`config.mk`:
```
export PLATFORM = sky130hd
export DESIGN_NAME = draw_arbiter
export DESIGN_NICKNAME = d
export VERILOG_FILES = /design/src/rtl/draw_arbiter.sv
export SDC_FILE = /design/constraint.sdc
export NUM_CORES = 1
export LEC_CHECK = 0
export CAP_MARGIN = 5
export CORE_UTILIZATION = 51
export DETAILED_ROUTE_END_ITERATION = 10
export PLACE_DENSITY = 0.95
export SYNTH_ARGS = -nofsm -noshare
export SYNTH_HDL_FRONTEND = slang
export SYNTH_SLANG_ARGS = --single-unit
```
`constraint.sdc`:
```
create_clock -name clk -period 5.6 [get_ports clk]
set_input_delay 1.12 -clock clk [delete_from_list [all_inputs] [get_ports clk]]
set_output_delay 1.12 -clock clk [all_outputs]
set_load 0.05 [all_outputs]
```
`src/rtl/draw_arbiter.sv`:
```
// draw_arbiter: round-robin arbiter that gives one of three rectangle drawers
// (0 = brick loader, 1 = ball, 2 = platform) ownership of a single VGA plot port.
// The winner's rectangle is then rasterised one pixel per cycle.
//
// Ports
//   clk, resetn        rising-edge clock, synchronous active-low reset
//   req[2:0]           per-requester draw request
//   x0..y2, c0..c2     per-requester top-left corner (10 bit) and colour (3 bit)
//   grant[2:0]         one-hot owner of the plot port (LATCH/DRAW/DONE)
//   done[2:0]          one-hot, one-cycle completion pulse
//   plot               VGA write enable
//   x_out, y_out       pixel coordinate (wraps mod 1024)
//   colour_out         pixel colour
//   busy               high whenever the FSM is not idle
module draw_arbiter #(
    parameter int unsigned BRICK_W = 4,
    parameter int unsigned BRICK_H = 2,
    parameter int unsigned BALL_W  = 2,
    parameter int unsigned BALL_H  = 2,
    parameter int unsigned PLAT_W  = 20,
    parameter int unsigned PLAT_H  = 1
) (
    input  logic       clk,
    input  logic       resetn,
    input  logic [2:0] req,
    input  logic [9:0] x0,
    input  logic [9:0] y0,
    input  logic [9:0] x1,
    input  logic [9:0] y1,
    input  logic [9:0] x2,
    input  logic [9:0] y2,
    input  logic [2:0] c0,
    input  logic [2:0] c1,
    input  logic [2:0] c2,
    output logic [2:0] grant,
    output logic [2:0] done,
    output logic       plot,
    output logic [9:0] x_out,
    output logic [9:0] y_out,
    output logic [2:0] colour_out,
    output logic       busy
);

    typedef enum logic [1:0] {S_IDLE, S_LATCH, S_DRAW, S_DONE} state_t;

    // Sizes are 1..32, so 6 bits hold both the size and the counters.
    localparam logic [5:0] BrickW = 6'(BRICK_W);
    localparam logic [5:0] BrickH = 6'(BRICK_H);
    localparam logic [5:0] BallW  = 6'(BALL_W);
    localparam logic [5:0] BallH  = 6'(BALL_H);
    localparam logic [5:0] PlatW  = 6'(PLAT_W);
    localparam logic [5:0] PlatH  = 6'(PLAT_H);

    state_t     r_state, w_state_d;
    logic [1:0] r_ptr, r_g, w_winner;
    logic [9:0] r_bx, r_by;
    logic [2:0] r_col;
    logic [5:0] r_w, r_h, r_cx, r_cy;

    logic [9:0] w_sel_x, w_sel_y;
    logic [2:0] w_sel_c;
    logic [5:0] w_sel_w, w_sel_h;
    logic       w_last_x, w_last_y;
    logic [2:0] w_onehot;

    // Round-robin: scan ptr+1, ptr+2, ptr+3 (mod 3) for the first pending request.
    always_comb begin
        w_winner = 2'd0;
        case (r_ptr)
            2'd0:    w_winner = req[1] ? 2'd1 : (req[2] ? 2'd2 : 2'd0);
            2'd1:    w_winner = req[2] ? 2'd2 : (req[0] ? 2'd0 : 2'd1);
            default: w_winner = req[0] ? 2'd0 : (req[1] ? 2'd1 : 2'd2);
        endcase
    end

    always_comb begin
        w_sel_x = x0;
        w_sel_y = y0;
        w_sel_c = c0;
        w_sel_w = BrickW;
        w_sel_h = BrickH;
        case (w_winner)
            2'd1: begin
                w_sel_x = x1;
                w_sel_y = y1;
                w_sel_c = c1;
                w_sel_w = BallW;
                w_sel_h = BallH;
            end
            2'd2: begin
                w_sel_x = x2;
                w_sel_y = y2;
                w_sel_c = c2;
                w_sel_w = PlatW;
                w_sel_h = PlatH;
            end
            default: ;
        endcase
    end

    assign w_last_x = (r_cx == r_w - 6'd1);
    assign w_last_y = (r_cy == r_h - 6'd1);

    always_comb begin
        w_state_d = r_state;
        case (r_state)
            S_IDLE:  if (req != 3'b000) w_state_d = S_LATCH;
            S_LATCH: w_state_d = S_DRAW;
            S_DRAW:  if (w_last_x && w_last_y) w_state_d = S_DONE;
            S_DONE:  w_state_d = S_IDLE;
            default: w_state_d = S_IDLE;
        endcase
    end

    always_ff @(posedge clk) begin
        if (!resetn) begin
            r_state <= S_IDLE;
            r_ptr   <= 2'd2;
            r_g     <= 2'd0;
            r_bx    <= '0;
            r_by    <= '0;
            r_col   <= '0;
            r_w     <= 6'd1;
            r_h     <= 6'd1;
            r_cx    <= '0;
            r_cy    <= '0;
        end else begin
            r_state <= w_state_d;
            case (r_state)
                S_IDLE: begin
                    // Operands are taken at the decision edge so that anything
                    // the requester changes from S_LATCH onwards has no effect.
                    if (req != 3'b000) begin
                        r_g   <= w_winner;
                        r_bx  <= w_sel_x;
                        r_by  <= w_sel_y;
                        r_col <= w_sel_c;
                        r_w   <= w_sel_w;
                        r_h   <= w_sel_h;
                    end
                end
                S_LATCH: begin
                    r_cx <= '0;
                    r_cy <= '0;
                end
                S_DRAW: begin
                    if (w_last_x) begin
                        r_cx <= '0;
                        r_cy <= r_cy + 6'd1;
                    end else begin
                        r_cx <= r_cx + 6'd1;
                    end
                end
                S_DONE:  r_ptr <= r_g;
                default: ;
            endcase
        end
    end

    assign w_onehot = 3'b001 << r_g;

    always_comb begin
        grant      = '0;
        done       = '0;
        plot       = 1'b0;
        x_out      = '0;
        y_out      = '0;
        colour_out = '0;
        busy       = (r_state != S_IDLE);
        case (r_state)
            S_LATCH: grant = w_onehot;
            S_DRAW: begin
                grant      = w_onehot;
                plot       = 1'b1;
                x_out      = r_bx + {4'b0000, r_cx};
                y_out      = r_by + {4'b0000, r_cy};
                colour_out = r_col;
            end
            S_DONE: begin
                grant = w_onehot;
                done  = w_onehot;
            end
            default: ;
        endcase
    end

endmodule

```
==> results.toml, run 1 <==
[placement]
dp_hpwl_um = 6840
gp_routability_congestion = 0.850
placed_area_um2 = 4430
io_buffers = 104

[floorplan]
die_h_um = 83.2
dieArea_um2 = 6920
rows = 29
die_x_um = 83.2
start_util_pct = 52.9
core_um2 = 6350
io_pins = 105

[timing]
final_hold_viol_count = 0
clock.fmax_mhz = 233
max_slew_margin_pct = 23.2
skew_ns = 0.0104
rsz0062_at_grt = "no"
whs_ns = 0.462
finalMaxSlewViolations = 0
tightest_slew_ns = 1.15
period_needed_ns = 4.29
tns_ns = 0
setup_viol = 0
min_period_over_period_pct = 76.7

[job]
max-cap-violations = 0

[synth]
synth_top_area_share_pct = 28.0
yosys.area_share.simple_pct = 25.9
synth.avg_cell_area_um2 = 7.40
yosysTopAreaCell = "dfxtp_1"
synthAdderAreaFrac_pct = 10.5
synth-edff-count = 0
syn-instance-count = 454
synth-xor-area-share_pct = 5.10
ys_ff_latch = 47
synth_mux_area_share_pct = 1.19
yosys-top-cells-area = "dfxtp_1 (28%), nand2_1 (9.7%), ha_1 (9.3%)"
synth_cell_types = 43
synth_ff_type = "dfxtp_1"
syn_area_um2 = 3360
synthArstFlopShare_pct = 0
synth_compound_area_share_pct = 23.9
ys_warn_count = 0
syn-num-nets = 555
synth_top_family_by_area = "simple AND/OR/NAND/NOR gates"
synth.yosys.seq_area_share_pct = 28.0

[global_routing]
grt.total_usage_pct = 28.4
grt_pass1_vias = 3547
grt_start_max_net_pins = 47
overflow = 0
grt_pass1_wl_um = 16200
antenna_found_initial = 0

[setup_path]
cpMaxStageDelayCell = "clkdlybuf4s50_1"
worstSetupPathType = "flip-flop to output port"
r2r-end = "r_bx[2]$_SDFFE_PN0P_"
r2r-start = "r_ptr[0]$_SDFFE_PN0P_"
path_delay_family = "buffers and inverters"
path_cells = "ha_1 > inv_1 > fa_1 > nor2b_1 > o21a_1 > o21ai_0 > a21boi_0 > nor3_1 > nor3_1 > clkdlybuf4s50_1"
ff2ff_path_depth = 9
max_stage_delay_ns = 0.84
worstPathArrival_ns = 3.17
cp-start-kind = "flip-flop"
cp.required_ns = 4.48
crit_start = "r_cy[0]$_SDFFE_PN0P_"
critPathMostFrequentCell = "nor3_1"
crit_buf_inv = 2
critPathCapture = "y_out[6]"
worstSetupPathDepth = 10
r2r_setup_slack_ns = 2.85
cp-end-kind = "output port"
critical_path_peak_fanout = 6

[detailed_routing]
vias = 3579
drt_pre_antenna_iters = 5
antenna_left = 0
drc = 0
postRouteWirelength_um = 9430
avgRoutedWirePerCell_um = 15.2
drtIter0Drc = 186
viasPerCell = 5.75

[finish]
fill_cells = 484
drive_gt1_share_pct = 2.75
syn2layout_area_growth_pct = 35.1
layout.nets = 645
n_antenna_cell = 0
fin_area_um2 = 4540

[power_and_ir_drop]
seqPwrFrac_pct = 32.9
power_density_nw_per_um2 = 312
power_frac_comb_pct = 49.0
peakVddDrop_mv = 0.269
p_int_uw = 798
leakage_nw = 1.76
p_sw_share_pct = 43.8
p_switching_uw = 621
p_clk_share_pct = 18.1

[clock_tree]
postCtsSetupRepairBufs = 0
clk_pin_slew_ns = 0.10
clkSinkCount = 47
cts_tree = "yes"
htreeDepth = 2
cts_hold_buf = 0
cts_resized = 0
root_buffer = "clkbuf_8"
cts_buffers = 5
clkLatencyLatePin_ns = 0.31
clockBufferDepth = 2

[status]
status = "finished clean"

[worst_hold_path]
worstHoldPathType = "flip-flop to flip-flop"
cell usage after synthesis (5+ instances only):
| cell type | instances |
|---|---|
| nor2b_1 | 7 |
| nand2_1 | 87 |
| and2_1 | 5 |
| nor2_1 | 27 |
| o21ai_0 | 33 |
| dfxtp_1 | 47 |
| and3_1 | 7 |
| clkbuf_1 | 23 |
| inv_1 | 25 |
| nor3b_1 | 5 |
| xor2_1 | 11 |
| a21boi_0 | 15 |
| nor3_1 | 15 |
| nand3_1 | 13 |
| a22oi_1 | 23 |
| a21oi_1 | 30 |
| xnor2_1 | 6 |
| ha_1 | 25 |
flip-flops by register name, summed over array words and instances (netlist names):
signal and flops:
r_ptr 2, r_state 2, r_bx 10, r_by 10
r_w 4, r_g 2, r_cy 6, r_col 3
r_cx 6, r_h 2
layout by cell type (no fill, tap or decap), types with 3 or more instances in the layout:
master,instances
nor3b_1,5
xnor2_1,6
nor3_1,15
dfxtp_1,47
o21bai_1,3
inv_1,25
xor2_1,11
ha_1,25
nor2_1,26
o31ai_1,3
mux2i_1,4
o21ai_0,33
a21oi_1,30
nand3_1,13
and3_1,7
a211oi_1,3
nand4b_1,3
nand2_1,87
nor2b_1,7
clkbuf_8,5
and2_1,5
a22oi_1,23
a21boi_0,15
clkdlybuf4s50_1,104
o21a_1,4
nand2b_1,4
power groups by stage:
stage          Sequential [mW]  Clock [mW]  Combinational, mW
2_1_floorplan            0.452           0              0.490
3_3_place_gp             0.468           0              0.662
3_5_place_dp             0.473           0              0.689
4_1_cts                  0.465       0.257              0.697
5_1_grt                  0.477       0.273              0.765
6_report                 0.467       0.257              0.696
cell families after synthesis:
logic type / after synthesis
flip-flops: 47
buffers and inverters: 48
XOR/XNOR: 18
multiplexers: 4
AND/OR/NAND/NOR: 185
AO/OA/AOI/OAI: 125
adder cells (fa/ha/maj): 27
how the worst min path moves through the flow:
| stage | startpoint | depth (start not counted) | endpoint |
|---|---|---|---|
| after detailed placement | r_col[1]$_SDFFE_PN0P_ | 2 | r_col[1]$_SDFFE_PN0P_ |
| after global placement | r_col[2]$_SDFFE_PN0P_ | 2 | r_col[2]$_SDFFE_PN0P_ |
| after floorplan | r_col[0]$_SDFFE_PN0P_ | 2 | r_col[0]$_SDFFE_PN0P_ |
| final | r_col[1]$_SDFFE_PN0P_ | 2 | r_col[1]$_SDFFE_PN0P_ |
| after global routing | r_col[1]$_SDFFE_PN0P_ | 2 | r_col[1]$_SDFFE_PN0P_ |
| after CTS | r_col[1]$_SDFFE_PN0P_ | 2 | r_col[1]$_SDFFE_PN0P_ |
through the flow:
stage          power, mW  setup WS (ns)  util, %  std cells
6_report            1.42           1.31     71.5        622
5_1_grt             1.51           1.02     71.5        622
4_1_cts             1.42           1.32     71.5        622
3_5_place_dp        1.16           1.57     69.8        614
3_3_place_gp        1.13           1.69     69.8        614
2_1_floorplan      0.943           1.77        -        454
per-layer routing:
layer,global-route usage (%),vias to the layer above,share of wire [%]
met1,33.6,1652,41
met4,11.6,0,2.7
met3,4.77,23,4.9
li1,-,1757,-
met5,0,-,0
met2,50.7,147,51
area by class of cell:
| type | count | area [µm²] | share of cell area, % |
|---|---|---|---|
| Tap cell | 77 | 96.3 | 2.12 |
| Clock inverter | 3 | 43.8 | 0.964 |
| Timing Repair Buffer | 106 | 1060 | 23.3 |
| Multi-Input combinational cell | 359 | 2240 | 49.4 |
| Inverter | 25 | 93.8 | 2.07 |
| Sequential cell | 47 | 941 | 20.7 |
| Clock buffer | 5 | 68.8 | 1.52 |
tightest hold or removal path, delay by kind of cell, from the launching register on:
kind            cells  cell delay, ns
compound gates      1            0.05
flops               1            0.32
simple gates        1            0.05
No activity file was read; power rests on OpenSTA's default activity.
==> run 2: changes to the inputs <==
--- a/config.mk
+++ b/config.mk
@@ -6,9 +6,9 @@
 export NUM_CORES = 1
 export LEC_CHECK = 0
 export CAP_MARGIN = 5
-export CORE_UTILIZATION = 51
+export CORE_UTILIZATION = 47
 export DETAILED_ROUTE_END_ITERATION = 10
-export PLACE_DENSITY = 0.95
+export PLACE_DENSITY = 0.9
 export SYNTH_ARGS = -nofsm -noshare
 export SYNTH_HDL_FRONTEND = slang
 export SYNTH_SLANG_ARGS = --single-unit
==> constraint.sdc (replaced) <==
create_clock -name clk -period 4.23 [get_ports clk]
set_input_delay 0.846 -clock clk [delete_from_list [all_inputs] [get_ports clk]]
set_output_delay 0.846 -clock clk [all_outputs]
set_load 0.05 [all_outputs]
==> run 2 against run 1 <==
Total power grew 32%. Critical endpoint unchanged. Highest routed layer unchanged. Clock power increased by 24%. Global-route usage shrank 1.6 points. Sequential share of layout area is 0.23 points lower.
==> results.toml, run 2 (same netlist as run 1, synthesis figures left out) <==
[status]
status = "finished clean"

[worst_hold_path]
holdPathEnd = "r_by[2]$_SDFFE_PN0P_"
worstHoldPathType = "flip-flop to flip-flop"
whs_path_depth = 2
hold_start = "r_by[2]$_SDFFE_PN0P_"

[clock_tree]
postCtsSetupRepairBufs = 0
root_buffer = "clkbuf_8"
cts_hold_buf = 0
cts_buffers = 5
cts_tree = "yes"
htreeDepth = 2
clkSinkCount = 47
clockBufferDepth = 2
cts_resized = 0
clkLatencyLatePin_ns = 0.30
clk_pin_slew_ns = 0.08

[floorplan]
dieArea_um2 = 7490
start_util_pct = 48.9
rows = 30
die_x_um = 86.6
die_h_um = 86.6
core_um2 = 6870
io_pins = 105

[timing]
final_hold_viol_count = 0
min_period_over_period_pct = 96.0
tightest_slew_ns = 0.738
period_needed_ns = 4.06
clock.fmax_mhz = 246
finalMaxSlewViolations = 0
rsz0062_at_grt = "no"
whs_ns = 0.467
skew_ns = 0.00861
tns_ns = 0
setup_viol = 0
max_slew_margin_pct = 50.7

[setup_path]
r2r_setup_slack_ns = 1.67
r2r-start = "r_state[0]$_SDFFE_PN0P_"
r2r-end = "r_cy[3]$_SDFFE_PN0P_"
cp-end-kind = "output port"
cp.required_ns = 3.38
critical_path_peak_fanout = 6
cp-start-kind = "flip-flop"
worstPathArrival_ns = 3.22
worstSetupPathType = "flip-flop to output port"
ff2ff_path_depth = 7

[detailed_routing]
avgRoutedWirePerCell_um = 14.8
vias = 3591
drtIter0Drc = 213
drc = 0
drt_pre_antenna_iters = 7
viasPerCell = 5.57
antenna_left = 0
postRouteWirelength_um = 9550

[finish]
n_antenna_cell = 0
layout.nets = 650
drive_gt1_share_pct = 3.28
fin_area_um2 = 4590
most-common-layout-cells = "clkdlybuf4s50_1 (104), nand2_1 (87), dfxtp_1 (47)"
reg.largest.list = "r_bx (10), r_by (10)"
layout_commonest_cell = "clkdlybuf4s50_1"
syn2layout_area_growth_pct = 36.7

[job]
max-cap-violations = 0

[placement]
placed_area_um2 = 4490
io_buffers = 104
dp_hpwl_um = 7110
gp_routability_congestion = 0.863

[power_and_ir_drop]
power_density_nw_per_um2 = 407
p_total_mw = 1.87
peakVddDrop_mv = 0.194
leakage_nw = 1.78

[global_routing]
grt_pass1_wl_um = 15900
grt_pass1_vias = 3628
overflow = 0
antenna_found_initial = 0
grt.total_usage_pct = 26.8
grt_start_max_net_pins = 47
[run 2: cell types whose count changed in the layout (fill, tap and decap cells not counted), sizes merged]
cell	change
clkinv	-2
buf	+5
clkbuf	+1
[run 2: worst max path at each step]
stage / startpoint / end / cells after the start
3_5_place_dp: r_cy[0]$_SDFFE_PN0P_ / y_out[6] / 10
3_3_place_gp: r_cy[0]$_SDFFE_PN0P_ / y_out[6] / 10
2_1_floorplan: r_cy[0]$_SDFFE_PN0P_ / y_out[6] / 9
5_1_grt: r_cy[0]$_SDFFE_PN0P_ / y_out[6] / 10
6_report: r_cy[0]$_SDFFE_PN0P_ / y_out[6] / 10
4_1_cts: r_cy[0]$_SDFFE_PN0P_ / y_out[6] / 10
[run 2: critical path, cell delays in order (launching register included)]
cell and delay (ns):
dfxtp_1 0.44, ha_1 0.20, inv_1 0.05, fa_1 0.37, nor2b_1 0.18, o21a_1 0.15
o21ai_0 0.14, a21boi_0 0.29, nor3_1 0.08, nor3_1 0.18, clkdlybuf4s50_1 0.85
[run 2: power breakdown]
part           total, mW  internal, mW  switching, mW
clock              0.319         0.173          0.145
combinational      0.938         0.358          0.581
sequential         0.613         0.532         0.0809
total               1.87          1.06          0.807
[run 2: final cells by class]
type,instances,area [µm²]
Fill cell,583,2280
Multi-Input combinational cell,359,2240
Timing Repair Buffer,111,1090
Sequential cell,47,941
Tap cell,96,120
Inverter,25,93.8
Clock buffer,6,72.6
Clock inverter,1,30.0
[run 2: metal layers]
layer | up-vias | wire, µm | global-route usage [%]
met5 | - | 0 | 0
met1 | 1669 | 3880 | 30.3
met3 | 19 | 482 | 3.52
met2 | 140 | 5020 | 51.9
li1 | 1763 | - | -
met4 | 0 | 164 | 8.18
[run 2: metrics by stage]
stage	setup WS, ns	instances	utilization, %
2_1_floorplan	0.670	454	-
3_3_place_gp	0.624	638	65.4
3_5_place_dp	0.506	638	65.4
4_1_cts	0.185	645	66.9
5_1_grt	0.0293	645	66.9
6_report	0.167	645	66.9
==> run 3: changes to the inputs <==
--- a/config.mk
+++ b/config.mk
@@ -6,9 +6,10 @@
 export NUM_CORES = 1
 export LEC_CHECK = 0
 export CAP_MARGIN = 5
-export CORE_UTILIZATION = 47
+export CORE_UTILIZATION = 45
+export CTS_CLUSTER_SIZE = 12
 export DETAILED_ROUTE_END_ITERATION = 10
-export PLACE_DENSITY = 0.9
+export PLACE_DENSITY = 0.87
 export SYNTH_ARGS = -nofsm -noshare
 export SYNTH_HDL_FRONTEND = slang
 export SYNTH_SLANG_ARGS = --single-unit
==> constraint.sdc (replaced) <==
create_clock -name clk -period 4.4 [get_ports clk]
set_input_delay 0.88 -clock clk [delete_from_list [all_inputs] [get_ports clk]]
set_output_delay 0.88 -clock clk [all_outputs]
set_load 0.05 [all_outputs]
==> run 3 against run 2 <==
Sequential share of layout area is 0.062 points higher. Final cell count is 0.31% higher. Count of clock-buffer cells in the layout is 2 higher. Design area is 0.30% lower. Die area is 4.3% higher. Worst hold slack worse by 0.0029 ns. Clock power is 8.5% lower. Worst setup slack better by 0.15 ns. Critical endpoint is now y_out[8]. First-iteration DRC count is 24% lower. Combinational power is 5.1% lower.
==> results.toml, run 3 (same netlist as run 1, synthesis figures left out) <==
[status]
status = "finished clean"

[clock_tree]
root_buffer = "clkbuf_8"
clkSinkCount = 47
clockBufferDepth = 2
cts_resized = 0
clkLatencyLatePin_ns = 0.31
htreeDepth = 2
postCtsSetupRepairBufs = 0
clk_pin_slew_ns = 0.08
cts_hold_buf = 0
cts_tree = "yes"
cts_buffers = 5

[timing]
skew_ns = 0.00838
setup_viol = 0
tightest_slew_ns = 1.10
max_slew_margin_pct = 26.4
final_hold_viol_count = 0
tns_ns = 0
rsz0062_at_grt = "no"
finalMaxSlewViolations = 0
clock.fmax_mhz = 245
min_period_over_period_pct = 92.7
whs_ns = 0.464
period_needed_ns = 4.08

[global_routing]
grt_pass1_wl_um = 15700
grt_pass1_vias = 3423
overflow = 0
grt_start_max_net_pins = 47
antenna_found_initial = 0
grt.total_usage_pct = 25.8

[detailed_routing]
drt_pre_antenna_iters = 5
viasPerCell = 5.48
drc = 0
drtIter0Drc = 161
antenna_left = 0
postRouteWirelength_um = 9470
avgRoutedWirePerCell_um = 14.6
vias = 3545

[floorplan]
rows = 31
start_util_pct = 46.3
die_x_um = 88.4
dieArea_um2 = 7820
die_h_um = 88.4
io_pins = 105
core_um2 = 7250

[finish]
layout_commonest_cell = "clkdlybuf4s50_1"
n_antenna_cell = 0
syn2layout_area_growth_pct = 36.3
reg.largest.list = "r_bx (10), r_by (10)"
drive_gt1_share_pct = 3.10
most-common-layout-cells = "clkdlybuf4s50_1 (104), nand2_1 (87), dfxtp_1 (47)"
fill_cells = 647
layout.nets = 648

[power_and_ir_drop]
power_density_nw_per_um2 = 387
leakage_nw = 1.77
p_total_mw = 1.77
peakVddDrop_mv = 0.174

[setup_path]
path_cells = "ha_1 > inv_1 > fa_1 > nor2b_1 > o21a_1 > o21ai_0 > a211oi_1 > xnor2_1 > nor2_1 > clkdlybuf4s50_1"
path_delay_family = "buffers and inverters"
max_stage_delay_ns = 0.83
worstSetupPathType = "flip-flop to output port"
critical_path_peak_fanout = 6
worstPathArrival_ns = 3.20
cp.required_ns = 3.52
crit_buf_inv = 2
cp-start-kind = "flip-flop"
cp-end-kind = "output port"
cpMaxStageDelayCell = "clkdlybuf4s50_1"

[placement]
io_buffers = 104
dp_hpwl_um = 6980
gp_routability_congestion = 0.796

[worst_hold_path]
worstHoldPathType = "flip-flop to flip-flop"

[job]
max-cap-violations = 0
run 3: cell types whose count changed in the layout (fill, tap and decap cells not counted):
cell,before,now
bufinv_16,1,0
buf_4,7,5
clkbuf_8,5,7
run 3: power by group:
group	internal (mW)	switching, mW	total [mW]
clock network	0.144	0.148	0.292
logic	0.336	0.553	0.890
registers	0.511	0.0776	0.589
run 3: metal layers:
layer / global-route usage [%] / vias up / part of all wire [%]
met3: 4.57 / 19 / 4.8
met1: 29.9 / 1651 / 40
met5: 0 / - / 0
met2: 47.6 / 111 / 53
li1: - / 1764 / -
met4: 8.65 / 0 / 1.9
run 3: final timing paths:
path                                start                    to  slack [ns]  cells past startpoint
setup / recovery     r_cy[0]$_SDFFE_PN0P_              y_out[8]        0.32                     10
hold / removal       r_by[0]$_SDFFE_PN0P_  r_by[0]$_SDFFE_PN0P_        0.46                      2
setup reg to reg  r_state[0]$_SDFFE_PN0P_  r_cy[3]$_SDFFE_PN0P_        1.83                      6
hold reg to reg      r_by[0]$_SDFFE_PN0P_  r_by[0]$_SDFFE_PN0P_        0.46                      2
run 3: tightest hold or removal path, delay by kind of cell, from the launching register on:
kind               cells  cell delay, ns
AOI/OAI and AO/OA      1            0.05
and+or+nand+nor        1            0.05
DFF                    1            0.32
run 3: cell type report:
type / instances / area (µm²) / share of cell area, %
clock buffer: 8 / 100 / 2.19
inverter: 25 / 93.8 / 2.05
multi-input combinational: 359 / 2240 / 49.0
sequential: 47 / 941 / 20.5
tap: 99 / 124 / 2.70
timing repair buffer: 109 / 1080 / 23.6
run 3: per-stage QoR:
step                      instances  instance area (µm²)  util [%]  setup slack, ns
after floorplan                 454                 3360         -            0.806
after global placement          639                 4480      61.8            0.720
after detailed placement        639                 4480      61.8            0.638
after CTS                       647                 4580      63.1            0.317
after global routing            647                 4580      63.1            0.115
final                           647                 4580      63.1            0.319
